<file path="config.mk">
export PLATFORM = sky130hd
export DESIGN_NAME = riscv_amo_ctrl
export DESIGN_NICKNAME = d
export VERILOG_FILES = /design/src/rtl/riscv_amo_ctrl.sv
export SDC_FILE = /design/constraint.sdc
export NUM_CORES = 1
export LEC_CHECK = 0
export BUFFER_PORTS_ARGS = -buffer_cell sky130_fd_sc_hd__buf_2
export CORE_MARGIN = 2
export CORE_UTILIZATION = 50
export CTS_BUF_LIST = sky130_fd_sc_hd__clkbuf_2 sky130_fd_sc_hd__clkbuf_4 sky130_fd_sc_hd__clkbuf_8
export CTS_CLUSTER_SIZE = 25
export DETAILED_ROUTE_END_ITERATION = 16
export GPL_TIMING_DRIVEN = 1
export PLACE_DENSITY_LB_ADDON = 0.2
export SLEW_MARGIN = 20
export SYNTH_ARGS = -nofsm -noshare
export SYNTH_HDL_FRONTEND = slang
export SYNTH_SLANG_ARGS = --single-unit
export TNS_END_PERCENT = 20
</file>
<file path="constraint.sdc">
create_clock -name i_riscv_lsu_clk -period 14.6 [get_ports i_riscv_lsu_clk]
set_input_delay 2.92 -clock i_riscv_lsu_clk [delete_from_list [all_inputs] [get_ports i_riscv_lsu_clk]]
set_output_delay 2.92 -clock i_riscv_lsu_clk [all_outputs]
set_load 0.01 [all_outputs]
</file>
<file path="src/rtl/riscv_amo_ctrl.sv">
// Atomic memory operation sequencer for the LSU: read, modify, write of one
// aligned .W/.D word, with trap abort during the read and a ready timeout.
module riscv_amo_ctrl #(
    parameter int unsigned RDY_TIMEOUT = 255
) (
    input  logic        i_riscv_lsu_clk,
    input  logic        i_riscv_lsu_rst,
    input  logic        i_riscv_amo_valid,
    input  logic [4:0]  i_riscv_amo_funct5,
    input  logic        i_riscv_amo_word,
    input  logic [63:0] i_riscv_amo_addr,
    input  logic [63:0] i_riscv_amo_rs2,
    input  logic        i_riscv_amo_goto_trap,
    input  logic        i_riscv_amo_mem_ready,
    input  logic [63:0] i_riscv_amo_mem_rdata,
    output logic        o_riscv_amo_mem_req,
    output logic        o_riscv_amo_mem_we,
    output logic [63:0] o_riscv_amo_mem_addr,
    output logic [63:0] o_riscv_amo_mem_wdata,
    output logic        o_riscv_amo_stall,
    output logic        o_riscv_amo_done,
    output logic [63:0] o_riscv_amo_rd_value,
    output logic        o_riscv_amo_reserv_kill,
    output logic        o_riscv_amo_misaligned,
    output logic        o_riscv_amo_fault
);

    localparam int unsigned CNT_W = (RDY_TIMEOUT < 1) ? 1 : $clog2(RDY_TIMEOUT + 1);

    localparam logic [4:0] F5_ADD  = 5'b00000;
    localparam logic [4:0] F5_XOR  = 5'b00100;
    localparam logic [4:0] F5_AND  = 5'b01100;
    localparam logic [4:0] F5_OR   = 5'b01000;
    localparam logic [4:0] F5_MIN  = 5'b10000;
    localparam logic [4:0] F5_MAX  = 5'b10100;
    localparam logic [4:0] F5_MINU = 5'b11000;
    localparam logic [4:0] F5_MAXU = 5'b11100;

    typedef enum logic [1:0] {
        ST_IDLE  = 2'd0,
        ST_READ  = 2'd1,
        ST_WRITE = 2'd2,
        ST_DONE  = 2'd3
    } state_e;

    state_e             state_q,    state_d;
    logic [4:0]         funct5_q,   funct5_d;
    logic               word_q,     word_d;
    logic [63:0]        addr_q,     addr_d;
    logic [63:0]        rs2_q,      rs2_d;
    logic [63:0]        wdata_q,    wdata_d;
    logic [63:0]        rd_value_q, rd_value_d;
    logic [CNT_W-1:0]   cnt_q,      cnt_d;
    logic               fault_q,    fault_d;

    logic               aligned;
    logic [CNT_W-1:0]   cnt_inc;
    logic               timeout;
    logic               signed_cmp;
    logic [63:0]        op_a;
    logic [63:0]        op_b;
    logic               lt_s;
    logic               lt_u;
    logic [63:0]        res;
    logic [63:0]        amo_wdata;

    assign aligned = i_riscv_amo_word ? (i_riscv_amo_addr[1:0] == 2'b00)
                                      : (i_riscv_amo_addr[2:0] == 3'b000);
    assign cnt_inc = cnt_q + CNT_W'(1);
    assign timeout = (cnt_inc == CNT_W'(RDY_TIMEOUT));

    // .W operands are extended to 64 bits so one comparator serves both widths
    assign signed_cmp = (funct5_q == F5_MIN) || (funct5_q == F5_MAX);
    assign op_a = !word_q ? i_riscv_amo_mem_rdata
                : signed_cmp ? {{32{i_riscv_amo_mem_rdata[31]}}, i_riscv_amo_mem_rdata[31:0]}
                : {32'b0, i_riscv_amo_mem_rdata[31:0]};
    assign op_b = !word_q ? rs2_q
                : signed_cmp ? {{32{rs2_q[31]}}, rs2_q[31:0]}
                : {32'b0, rs2_q[31:0]};
    assign lt_s = $signed(op_a) < $signed(op_b);
    assign lt_u = op_a < op_b;

    always_comb begin
        res = op_b;
        case (funct5_q)
            F5_ADD:  res = op_a + op_b;
            F5_XOR:  res = op_a ^ op_b;
            F5_AND:  res = op_a & op_b;
            F5_OR:   res = op_a | op_b;
            F5_MIN:  res = lt_s ? op_a : op_b;
            F5_MAX:  res = lt_s ? op_b : op_a;
            F5_MINU: res = lt_u ? op_a : op_b;
            F5_MAXU: res = lt_u ? op_b : op_a;
            default: res = op_b;
        endcase
    end

    assign amo_wdata = word_q ? {32'b0, res[31:0]} : res;

    // Next-state and latch logic
    always_comb begin
        state_d    = state_q;
        funct5_d   = funct5_q;
        word_d     = word_q;
        addr_d     = addr_q;
        rs2_d      = rs2_q;
        wdata_d    = wdata_q;
        rd_value_d = rd_value_q;
        cnt_d      = cnt_q;
        fault_d    = 1'b0;
        case (state_q)
            ST_IDLE: begin
                if (i_riscv_amo_valid && !i_riscv_amo_goto_trap && aligned) begin
                    state_d  = ST_READ;
                    funct5_d = i_riscv_amo_funct5;
                    word_d   = i_riscv_amo_word;
                    addr_d   = i_riscv_amo_addr;
                    rs2_d    = i_riscv_amo_rs2;
                    cnt_d    = '0;
                end
            end
            ST_READ: begin
                if (i_riscv_amo_goto_trap) begin
                    state_d = ST_IDLE;
                    cnt_d   = '0;
                end else if (i_riscv_amo_mem_ready) begin
                    state_d    = ST_WRITE;
                    rd_value_d = word_q ? {{32{i_riscv_amo_mem_rdata[31]}}, i_riscv_amo_mem_rdata[31:0]}
                                        : i_riscv_amo_mem_rdata;
                    wdata_d    = amo_wdata;
                    cnt_d      = '0;
                end else if (timeout) begin
                    state_d = ST_IDLE;
                    fault_d = 1'b1;
                    cnt_d   = '0;
                end else begin
                    cnt_d = cnt_inc;
                end
            end
            ST_WRITE: begin
                if (i_riscv_amo_mem_ready) begin
                    state_d = ST_DONE;
                    cnt_d   = '0;
                end else if (timeout) begin
                    state_d = ST_IDLE;
                    fault_d = 1'b1;
                    cnt_d   = '0;
                end else begin
                    cnt_d = cnt_inc;
                end
            end
            ST_DONE: begin
                state_d = ST_IDLE;
            end
            default: state_d = ST_IDLE;
        endcase
    end

    always_ff @(posedge i_riscv_lsu_clk or posedge i_riscv_lsu_rst) begin
        if (i_riscv_lsu_rst) begin
            state_q    <= ST_IDLE;
            funct5_q   <= '0;
            word_q     <= 1'b0;
            addr_q     <= '0;
            rs2_q      <= '0;
            wdata_q    <= '0;
            rd_value_q <= '0;
            cnt_q      <= '0;
            fault_q    <= 1'b0;
        end else begin
            state_q    <= state_d;
            funct5_q   <= funct5_d;
            word_q     <= word_d;
            addr_q     <= addr_d;
            rs2_q      <= rs2_d;
            wdata_q    <= wdata_d;
            rd_value_q <= rd_value_d;
            cnt_q      <= cnt_d;
            fault_q    <= fault_d;
        end
    end

    // Memory side is decoded from state flops so reset drops req at once
    assign o_riscv_amo_mem_req   = (state_q == ST_READ) || (state_q == ST_WRITE);
    assign o_riscv_amo_mem_we    = (state_q == ST_WRITE);
    assign o_riscv_amo_mem_addr  = o_riscv_amo_mem_req ? addr_q : 64'd0;
    assign o_riscv_amo_mem_wdata = (state_q == ST_WRITE) ? wdata_q : 64'd0;

    // Input-dependent IDLE terms are masked during reset to keep outputs at 0
    assign o_riscv_amo_stall = ((state_q == ST_IDLE) && !i_riscv_lsu_rst && i_riscv_amo_valid
                                && aligned && !i_riscv_amo_goto_trap)
                             || (state_q == ST_READ) || (state_q == ST_WRITE);
    assign o_riscv_amo_misaligned = (state_q == ST_IDLE) && !i_riscv_lsu_rst
                                  && i_riscv_amo_valid && !aligned;
    assign o_riscv_amo_reserv_kill = (state_q == ST_WRITE) && i_riscv_amo_mem_ready;
    assign o_riscv_amo_done        = (state_q == ST_DONE);
    assign o_riscv_amo_rd_value    = rd_value_q;
    assign o_riscv_amo_fault       = fault_q;

endmodule

</file>
==> out/metrics.cfg <==
[status]
status=finished, final reports clean

[yosys]
ys_ff_latch=273
yosysUniqueCellTypes=92
synth.net_count=3003
synth_flop_cell=dfrtp_1
avgSynthCellArea_um2=8.36
synth_edf_count=0
yosysSeqAreaShare_pct=31.4
synth_area_um2=21700
netlist_instances=2600
yosys_warnings=0
async_flop_share_pct=100

[cts]
ctsHoldBuffers=0
cts_sinks=273
cts_tree=built
cts_root_buffer=clkbuf_8
clk_latency_ns=0.66
ctsResizeCount=0
cts_made_buffers=50
clk_path_buf_depth=3
htree_levels=2
clk_pin_slew_ns=0.06
cts_setup_buffers=0

[detailed_routing]
finalWirelength_mm=78.6
viasPerCell=6.08
drc=0
vias=21500
dr.pass1.iters=6
wl_per_cell_um=22.3
antenna_left=0
drt-initial-drc-count=2002

[global_routing]
grtUsageTotal_pct=34.1
grt_max_degree=92
grt_pass1_wl_mm=119
grt_pass1_vias=21200
grt_overflow=0
antenna_found_initial=7

[worst_setup_path]
required_ns=15.14
cp-end-kind=flop
reg2reg_depth=18
critPathMaxFanout=31
r2r_start=funct5_q[4]$_DFFE_PP0P_
crit_type=in -> reg
crit_arrival_ns=8.62
critPathLaunchType=input pin
reg2reg_slack_ns=7.22
timing.rr.end=wdata_q[26]$_DFFE_PP0P_

[die]
ios=402
die_x_um=212
coreArea_um2=43000
initial_core_util_pct=50.6
rows=76
dieArea_um2=45100
fp.dieH_um=212

[final_layout]
final_cell_area_um2=25200
drive_above_1_share_pct=23.9
finish.utilization_pct=58.5
syn_to_final_growth_pct=15.8
seqCellArea_um2=6830
layoutNonFillerInstCount=3531
final_net_count=3310
fillers=3930
multi_input_area_um2=13600
final_common_cell=buf_2
layout_common_cells=buf_2, dfrtp_1, nand2_1

[pwr]
power_frac_seq_pct=21.2
power.density_nw_per_um2=255
swShare_pct=52.0
ir_drop_v=0.000196
p_leak_nw=12.4
pwr-share-comb_pct=66.3
p_int_mw=3.07
p_sw_mw=3.33
power.share.clock_pct=12.6
total_power_mw=6.40

[placed_design]
dp.cells=3440
place_area_um2=24100
gp_congestion=0.949
io_buffers=401
hpwl_mm=55.6

[sta]
fin_crit_ns=8.08
rsz0062_at_grt=false
setup_viol=0
maxSlewViolCount=0
skew_ns=0.0447
fin_crit_sh_pct=55.3
max_freq_ghz=0.124
slew_headroom_pct=25.4
setup-tns-final_ns=0
tightest_slew_ns=1.12
finalHoldViolations=0

[min_path]
hold_end=o_riscv_amo_rd_value[31]$_DFFE_PP0P_
hold_path_depth=2
hp-class=reg -> reg
holdCritStartpoint=o_riscv_amo_rd_value[31]$_DFFE_PP0P_

[flow_run]
drv_cap=0

-- Yosys cell counts, types with 37 or more instances --
cell | count | share of area, %
nor3_1 | 40 | 0.92
a21oi_1 | 196 | 4.5
ha_1 | 199 | 11
nor2_1 | 204 | 3.5
clkbuf_1 | 148 | 2.6
nand3_1 | 37 | 0.85
nand2_1 | 254 | 4.4
dfrtp_1 | 273 | 31
o21ai_0 | 199 | 4.6
and2_1 | 140 | 4.0
a21o_1 | 39 | 1.3
a221oi_1 | 37 | 1.5
mux2_2 | 134 | 6.9
inv_1 | 164 | 2.8
a31oi_1 | 55 | 1.6
-- routing by layer --
| layer | GRT usage [%] | routed length, um |
|---|---|---|
| met4 | 15.8 | 3260 |
| met1 | 43.6 | 32200 |
| met2 | 55.6 | 36400 |
| met3 | 6.69 | 6680 |
| met5 | 0 | 38 |
-- sequential cells by signal (all words and copies together), names as in the netlist, 2 cells and up --
register,flops
cnt_q,8
state_q,2
rs2_q,64
funct5_q,5
o_riscv_amo_rd_value,64
wdata_q,64
addr_q,64
-- area by class of cell --
cell class,count,share of cell area (%)
repair buffers,435,8.99
inverters,165,2.49
multi-input cells,1982,54.1
clock inverters,11,0.497
well taps,585,2.91
diodes,3,0.0298
clock buffers,77,3.79
flip-flops and latches,273,27.2
-- worst max-delay path by stage --
stage                              end                 startpoint  depth (start not counted)  slack (ns)
6_report       wdata_q[26]$_DFFE_PP0P_  i_riscv_amo_mem_rdata[31]                         16        6.52
5_1_grt        wdata_q[25]$_DFFE_PP0P_  i_riscv_amo_mem_rdata[31]                         16        6.26
4_1_cts        wdata_q[18]$_DFFE_PP0P_  i_riscv_amo_mem_rdata[31]                         16        6.62
3_5_place_dp   wdata_q[11]$_DFFE_PP0P_  i_riscv_amo_mem_rdata[31]                         16        5.91
3_3_place_gp   wdata_q[18]$_DFFE_PP0P_  i_riscv_amo_mem_rdata[31]                         16        6.12
2_1_floorplan        o_riscv_amo_stall            i_riscv_lsu_rst                          2        2.33
-- metrics by stage --
stage,hold slack [ns],setup slack (ns)
3_3_place_gp,0.457,6.12
5_1_grt,0.498,6.26
3_5_place_dp,0.463,5.91
4_1_cts,0.475,6.62
2_1_floorplan,0.440,2.33
6_report,0.472,6.52
-- power by group through the flow --
| stage | clock network (mW) | registers, mW | logic (mW) |
|---|---|---|---|
| floorplan | 0 | 1.31 | 2.92 |
| global placement | 0 | 1.35 | 4.05 |
| CTS | 0.821 | 1.35 | 4.15 |
| finish | 0.804 | 1.36 | 4.24 |
| detailed placement | 0 | 1.36 | 4.12 |
| global route | 0.850 | 1.39 | 4.59 |
-- worst max-delay path, cell delays in order --
cell      delay, ns
buf_2          0.14
nand3_2        0.71
nand2_1        0.47
ha_1           0.41
or4_1          0.58
nor4b_1        0.39
nand4_1        0.27
or4_4          0.49
o211ai_2       0.25
nor3_1         0.07
buf_4          0.19
xnor3_2        0.39
o22ai_4        0.49
buf_4          0.45
a221oi_1       0.15
a21oi_1        0.20
-- kinds of logic after synthesis --
kind of cell    after synthesis  share of synthesized area (%)
fa+ha+maj                   200                           11.5
compound gates              771                           22.7
xor+xnor                     55                           2.35
flops                       273                           31.4
buf+inv                     345                           6.26
simple gates                795                           17.5
mux                         161                           8.19
Note: power is estimated with default switching activity, not from simulation.
